**src/rtl/regbank_port_ctrl.sv**
```systemverilog
// Purpose : client-side controller for the register bank (operand fetch, writeback, busy scoreboard).
// Latency : request accepted at posedge N gives op_valid from posedge N+1; a writeback commits one edge after its accept.
// Backpr. : req_ready drops outside IDLE or on a RAW/WAW hazard; op_* held until op_ready; wb_ready low while a write is in flight.
//
// Ports:
//   clock, reset                 : single clock; asynchronous active-low reset
//   req_* (valid/ready)          : fetch request carrying rs1, rs2, rd and the writeback-pending flag
//   op_*  (valid/ready)          : fetched operands plus the echoed rd and wb flag
//   wb_*  (valid/ready)          : writeback of wb_data into register wb_rd
//   rb_read, rb_reg1/2, rb_rdata1/2 : bank read port (bank samples on negedge, data valid at the next posedge)
//   rb_write, rb_ender, rb_wdata : bank write port (bank commits on posedge)
//   busy                         : scoreboard, bit i set while register i has a pending write
module regbank_port_ctrl #(
  parameter int DATA_W = 16,
  parameter int ADDR_W = 4
) (
  input  logic                  clock,
  input  logic                  reset,

  input  logic                  req_valid,
  output logic                  req_ready,
  input  logic [ADDR_W-1:0]     req_rs1,
  input  logic [ADDR_W-1:0]     req_rs2,
  input  logic [ADDR_W-1:0]     req_rd,
  input  logic                  req_wb,

  output logic                  op_valid,
  input  logic                  op_ready,
  output logic [DATA_W-1:0]     op_a,
  output logic [DATA_W-1:0]     op_b,
  output logic [ADDR_W-1:0]     op_rd,
  output logic                  op_wb,

  input  logic                  wb_valid,
  output logic                  wb_ready,
  input  logic [ADDR_W-1:0]     wb_rd,
  input  logic [DATA_W-1:0]     wb_data,

  output logic                  rb_read,
  output logic [ADDR_W-1:0]     rb_reg1,
  output logic [ADDR_W-1:0]     rb_reg2,
  input  logic [DATA_W-1:0]     rb_rdata1,
  input  logic [DATA_W-1:0]     rb_rdata2,
  output logic                  rb_write,
  output logic [ADDR_W-1:0]     rb_ender,
  output logic [DATA_W-1:0]     rb_wdata,

  output logic [(2**ADDR_W)-1:0] busy
);

  localparam int NREG = 2**ADDR_W;

  typedef enum logic [1:0] {
    IDLE = 2'd0,
    READ = 2'd1,
    HOLD = 2'd2
  } state_t;

  state_t          state;
  state_t          state_nxt;
  logic            hazard;
  logic            req_acc;
  logic            wb_acc;
  logic [NREG-1:0] busy_nxt;

  // A source still waiting for its writeback is a RAW hazard; a destination
  // that is already pending (when this request will write it too) is WAW.
  // No forwarding exists: the request simply waits for the commit edge.
  assign hazard    = busy[req_rs1] | busy[req_rs2] | (req_wb & busy[req_rd]);
  assign req_ready = (state == IDLE) & ~hazard;
  assign req_acc   = req_valid & req_ready;

  // One write in flight at a time keeps the commit/clear bookkeeping trivial.
  assign wb_ready  = ~rb_write;
  assign wb_acc    = wb_valid & wb_ready;

  // Fetch FSM next-state logic.
  always_comb begin
    state_nxt = state;
    case (state)
      IDLE:    if (req_acc)  state_nxt = READ;
      READ:                  state_nxt = HOLD;
      HOLD:    if (op_ready) state_nxt = IDLE;
      default:               state_nxt = IDLE;
    endcase
  end

  // Scoreboard: the clear happens on the commit edge (rb_write high), and the
  // set is applied after it so a new pending write to the same register wins.
  always_comb begin
    busy_nxt = busy;
    if (rb_write) begin
      busy_nxt[rb_ender] = 1'b0;
    end
    if (req_acc && req_wb) begin
      busy_nxt[req_rd] = 1'b1;
    end
  end

  always_ff @(posedge clock or negedge reset) begin
    if (!reset) begin
      state <= IDLE;
    end else begin
      state <= state_nxt;
    end
  end

  // Fetch datapath: drive the bank read port on accept, capture the bank
  // data on the edge that leaves READ, hold it until the consumer takes it.
  always_ff @(posedge clock or negedge reset) begin
    if (!reset) begin
      rb_read  <= 1'b0;
      rb_reg1  <= '0;
      rb_reg2  <= '0;
      op_valid <= 1'b0;
      op_a     <= '0;
      op_b     <= '0;
      op_rd    <= '0;
      op_wb    <= 1'b0;
    end else begin
      if (req_acc) begin
        rb_read <= 1'b1;
        rb_reg1 <= req_rs1;
        rb_reg2 <= req_rs2;
        op_rd   <= req_rd;
        op_wb   <= req_wb;
      end
      if (state == READ) begin
        // Bank sampled the read port on the mid-cycle negedge.
        rb_read  <= 1'b0;
        op_a     <= rb_rdata1;
        op_b     <= rb_rdata2;
        op_valid <= 1'b1;
      end
      if ((state == HOLD) && op_ready) begin
        op_valid <= 1'b0;
      end
    end
  end

  // Writeback datapath: a single-cycle pulse on the bank write port. Reset
  // drops any write still in flight.
  always_ff @(posedge clock or negedge reset) begin
    if (!reset) begin
      rb_write <= 1'b0;
      rb_ender <= '0;
      rb_wdata <= '0;
    end else begin
      if (wb_acc) begin
        rb_write <= 1'b1;
        rb_ender <= wb_rd;
        rb_wdata <= wb_data;
      end else begin
        rb_write <= 1'b0;
      end
    end
  end

  always_ff @(posedge clock or negedge reset) begin
    if (!reset) begin
      busy <= '0;
    end else begin
      busy <= busy_nxt;
    end
  end

endmodule

```
**config.mk**
```make
export PLATFORM = sky130hd
export DESIGN_NAME = regbank_port_ctrl
export DESIGN_NICKNAME = d
export VERILOG_FILES = /design/src/rtl/regbank_port_ctrl.sv
export SDC_FILE = /design/constraint.sdc
export NUM_CORES = 1
export LEC_CHECK = 0
export ABC_AREA = 1
export CAP_MARGIN = 30
export CORE_UTILIZATION = 44
export CTS_CLUSTER_SIZE = 12
export DETAILED_ROUTE_END_ITERATION = 6
export PLACE_DENSITY = 0.8
export RECOVER_POWER = 100
export SYNTH_ARGS = -nofsm -noshare
export SYNTH_HDL_FRONTEND = slang
export SYNTH_SLANG_ARGS = --single-unit
```
**constraint.sdc**
```tcl
create_clock -name clock -period 3.2 [get_ports clock]
set_input_delay 0.96 -clock clock [delete_from_list [all_inputs] [get_ports clock]]
set_output_delay 0.96 -clock clock [all_outputs]
set_load 0.05 [all_outputs]
```
== Word level (Yosys, flattened, before mapping) ==
Index checks and enable logic that the tools add are counted.

* Add/sub/neg operators: 0
* $mul: 0
* Div/mod/pow operators: 0
* Order comparisons: 6
* Equal/unequal tests: 4
* Shift-type cells: 0
* Mux-type cells: 20
* Bitwise operators: 11
* Reduce and logical (&&, ||, !) cells: 8

{| class="wikitable"
|+ Operators by type and width
! cell !! count
|-
| 2-to-1 mux 16 bit || 2
|-
| less-than comparator 4 x 5 -> 1 bit, second input constant || 4
|-
| bitwise AND 16 bit || 1
|-
| inverter 16 bit || 1
|-
| OR 16 bit || 1
|-
| binary-select mux 1 bit (select 4 bit) || 3
|-
| 2-to-1 mux 1 bit || 10
|-
| demux 1 bit (select 4 bit) || 2
|-
| greater-or-equal comparator 4 x 1 -> 1 bit, second input constant || 2
|-
| case mux 2 bit (3 select lines) || 1
|-
| bitwise AND 1 bit || 4
|-
| logical AND 1 bit || 4
|-
| 2-to-1 mux 2 bit || 2
|-
| inequality test 2 bit, second input constant || 2
|-
| nonzero test 2 bit || 2
|-
| == test 2 x 1 -> 1 bit, second input constant || 1
|-
| == test 2 bit, second input constant || 1
|-
| logical NOT 2 bit || 1
|-
| inverter 1 bit || 2
|-
| OR 1 bit || 2
|-
| AND reduction 2 bit || 1
|}

* Register bits: 86
* Latch bits: 0
* Bits in writable memories: 0
* Bits in read-only memories: 0
* Input port bits: 70
* Output and inout bits: 86
* Word-level logic and storage cells: 62
* Memories: 0

== Longest topological paths before layout ==
* Depth after elaboration: 9
* Mapped depth: 14
* Mapped depth without buffers: 13

== Worst setup path before layout ==
OpenSTA, ideal clock, no wires.

* Path kind: input to output
* Start: in req_rs2[0]
* End: out req_ready
* Data arrival time: 2019 ps
* Data required time: 2240 ps
* Slack: 221 ps
* Stages: 8
* Path through: buf_6 -> buf_6 -> o211ai_1 -> nand3_1 -> nand3_1 -> nand3_1 -> nor2_4 -> buf_6

* Longest elaborated chain between the ends: 6

{| class="wikitable"
|+ Ends and longest elaborated chain
! element !! line !! source
|-
| from (decl) || 23 || <nowiki>input logic [ADDR_W-1:0] req_rs2,</nowiki>
|-
| binary-select mux 1 bit (select 4 bit) || 69 || <nowiki>assign hazard = busy[req_rs1] | busy[req_rs2] | (req_wb & busy[req_rd]);</nowiki>
|-
| 2-to-1 mux 1 bit (not written as such) || 69 ||
|-
| OR 1 bit (2 in series) || 69 ||
|-
| inverter 1 bit || 70 || <nowiki>assign req_ready = (state == IDLE) & ~hazard;</nowiki>
|-
| bitwise AND 1 bit || 70 ||
|-
| to (decl) || 21 || <nowiki>output logic req_ready,</nowiki>
|}

No other way between the ends. The select of a mux whose other input is x is not followed.

== Final worst setup path ==
* Start: in req_rs1[1]
* End: out req_ready

* Longest elaborated chain between the ends: 6

{| class="wikitable"
|+ Ends and longest elaborated chain
! element !! line !! source
|-
| from (decl) || 22 || <nowiki>input logic [ADDR_W-1:0] req_rs1,</nowiki>
|-
| binary-select mux 1 bit (select 4 bit) || 69 ||
|-
| 2-to-1 mux 1 bit (not written as such) || 69 ||
|-
| OR 1 bit (2 in series) || 69 ||
|-
| inverter 1 bit || 70 ||
|-
| bitwise AND 1 bit || 70 ||
|}

No other way between the ends. The select of a mux whose other input is x is not followed.

==> summary.txt <==
met3 routed WL: 860 um
grt ovf: 0
r2r setup slk: 710 ps
internal power: 2.73 mW
CTS Buf Count: 9
Critical R2R Launch: state[1]$_DFFE_PN0P_
static leakage: 3.00 nW
Hold Path Depth: 2
combinational power share: 55.0%
Crit path depth: 10
Die Width: 97.7 um
Cell Chain, Critical Path: clkdlybuf4s15_1, nor2_1, nand2_1, nand3_2, nand3_1, nand2_1, inv_2, nand2_2, nor2_4, buf_12
Slew Viols, Final: 0
clock share of power: 12.9%
Setup crit end kind: output port
Post-Layout Cell Count: 792
RR Endpoint: rb_read$_DFFE_PN0P_
Syn. warnings: 0
Final ANT Viol Nets: 0
IO Port Bufs: 155
leading cell type in the layout, fill and taps excluded: nand2_1
sequential share of the synthesized area: 53.4%
Gate Count Post-Synth: 517
Remaining DRCs: 14
CTS Root Cell: clkbuf_8
clk sinks: 86
Top Metal Used: met4
Sw Ratio: 52.5%
Clock Latency Late Sink: 360 ps
Final Wtd Congestion: 0.982
final worst setup slack: 59.3 ps
synth unique cells: 20
Avg Synthesized Cell Area: 7.79 sq um
max_cap viols: 0
top-level port count: 156
WP buf/inv: 3
global-route wire length before repair: 19.6 mm
TritonCTS clock tree: yes
footprint of the multi-input gates: 0.00161 sq mm
commonest non-fill, non-tap cells in the layout: 257 x nand2_1, 87 x dlygate4sd3_1, 86 x dfrtp_1
Worst Path Arrival: 2180 ps
hold_sp: rb_reg1[1]$_DFFE_PN0P_
fmax: 318 MHz
wire length per cell: 14.8 um
Tmin final: 3140 ps
critical path startpoint: req_rs1[1]
HP Class: reg2reg
die height: 97.7 um
Final period util: 98.1%
Pwr Total: 5.74 mW
Critical-path top delay cell: clkdlybuf4s15_1
Hold Path End: rb_reg1[1]$_DFFE_PN0P_
wl on met1: 4.79 mm
syn_nets: 587
detailed placer's ending HPWL: 8.47 mm
drt pass-1 iters: 7
initial antenna violation count: 1
# rows: 34
Final Setup Violations: 0
peak supply drop: 0.610 mV
unrepaired setup endpoints after global routing: false
starting density of the core: 45.7%
Least-Margin Pin Slew: 1210 ps
nets: 748
FF-to-FF path depth: 5
vias in the first global route: 4103
core area: 0.00881 sq mm
Worst-path clk slew: 90 ps
Startpoint Class: input port
Detail Route met2 WL: 5.78 mm
setup slack at placement: -218 ps
Clock Skew: 14.3 ps
area grow syn2layout: 46.8%
Design Area, Final: 0.00591 sq mm
placed cells: 771
Setup Crit Path Kind: in2out
Psw: 3.01 mW
layout cells sized above 1: 7.91%
DRT iter0 DRCs: 256
Tot GR Track Use: 25.8%
maximum buffer depth of the clock tree: 2
crit-path max FO: 9
post-place instance area: 0.00570 sq mm
pwr/cell area: 971 mW/mm^2
Critical Path RT: 2240 ps
violated checks: DRC
Mapped Area: 0.00403 sq mm
share of power burned in registers: 32.1%
fillcell total: 734
via count: 4113
vias per cell: 5.19
Slew Limit Headroom: 19.2%
Seq. cell area: 0.00215 sq mm
register bit total from synthesis: 86
most frequent CP cell: nand2_1
Crit path max-delay family: simple AND/OR/NAND/NOR gates
Final Hold Fails: 0
H-tree depth: 3
Post-Route WL: 11.8 mm
count of hold-fix buffers inserted at cts: 0
CP max stage delay: 380 ps
largest net degree at the start of global routing: 50
die area: 0.00954 sq mm
outcome: complete, but fails checks
[what timing repair did]
action                     4_1_cts  5_1_grt
pin swaps                        2        3
gates resized for setup         19       11
setup buffers                    1        0
setup endpoints to repair        1        1
gates cloned                     3        0
[layout make-up]
class                           instances  area share, %
Multi-Input combinational cell        375           27.3
Timing Repair Buffer                  175           28.8
Inverter                               31           1.97
Clock inverter                          6          0.889
Antenna cell                            1         0.0423
Sequential cell                        86           36.4
Tap cell                              108           2.29
Clock buffer                           10           2.33
[cells by family (layout without fill, tap and decap cells)]
kind of cell	Yosys count	after routing	synth area share, %
AO/OA/AOI/OAI	45	45	6.49
AND/OR/NAND/NOR	330	330	33.3
flip-flops	86	86	53.4
buffers and inverters	56	222	6.71
other	0	1	0
[worst max-delay path by stage]
stage | end | slack (ps)
2_1_floorplan | req_ready | 220
3_3_place_gp | req_ready | -190
3_5_place_dp | req_ready | -220
4_1_cts | req_ready | 10
5_1_grt | req_ready | 10
6_report | req_ready | 60
[synth_stat cells (all sizes together)]
master	number	area share (%)
nand2	258	24
dfrtp	86	53
nand3	31	3.9
inv	30	2.8
o21ai	28	3.8
nor2	23	2.3
clkbuf	16	1.5
nand4	16	2.5
buf	9	2.3
a21oi	7	0.87
o211ai	6	1.1
o31ai	4	0.75
nand3b	2	0.37
clkinv	1	0.093
[tightest hold or removal path, delay by kind of cell (launching register included)]
family	cells	cell delay (ps)
flip-flops	1	350
AND/OR/NAND/NOR	2	90
[flip-flops by register name (all words and copies together), names as in the netlist]
name	flops
busy	16
rb_reg2	4
op_valid	1
rb_ender	4
op_b	16
rb_wdata	16
rb_reg1	4
rb_write	1
op_a	16
rb_read	1
op_wb	1
state	2
op_rd	4
[power groups by stage]
| stage | Sequential (mW) | Clock [mW] | Combinational (mW) |
|---|---|---|---|
| 2_1_floorplan | 3.28 | 0 | 0.651 |
| 3_3_place_gp | 1.84 | 0 | 3.26 |
| 3_5_place_dp | 1.87 | 0 | 3.31 |
| 4_1_cts | 1.86 | 0.758 | 3.33 |
| 5_1_grt | 1.91 | 0.801 | 3.32 |
| 6_report | 1.84 | 0.737 | 3.16 |
[stage by stage]
stage               util [%]  TNS (ps)  hold WS (ps)
finish                  67.1         0           471
global route            67.1         0           505
CTS                     67.4         0           482
detailed placement      64.7      -218           458
global placement        64.7      -189           453
floorplan                  -         0           520
[layer usage]
layer	global-route usage (%)	vias to the layer above
met3	5.61	33
met1	32.4	1927
met2	42.1	192
met5	0	-
met4	13.2	0
li1	-	1961
(Power assumes the default switching activity.)
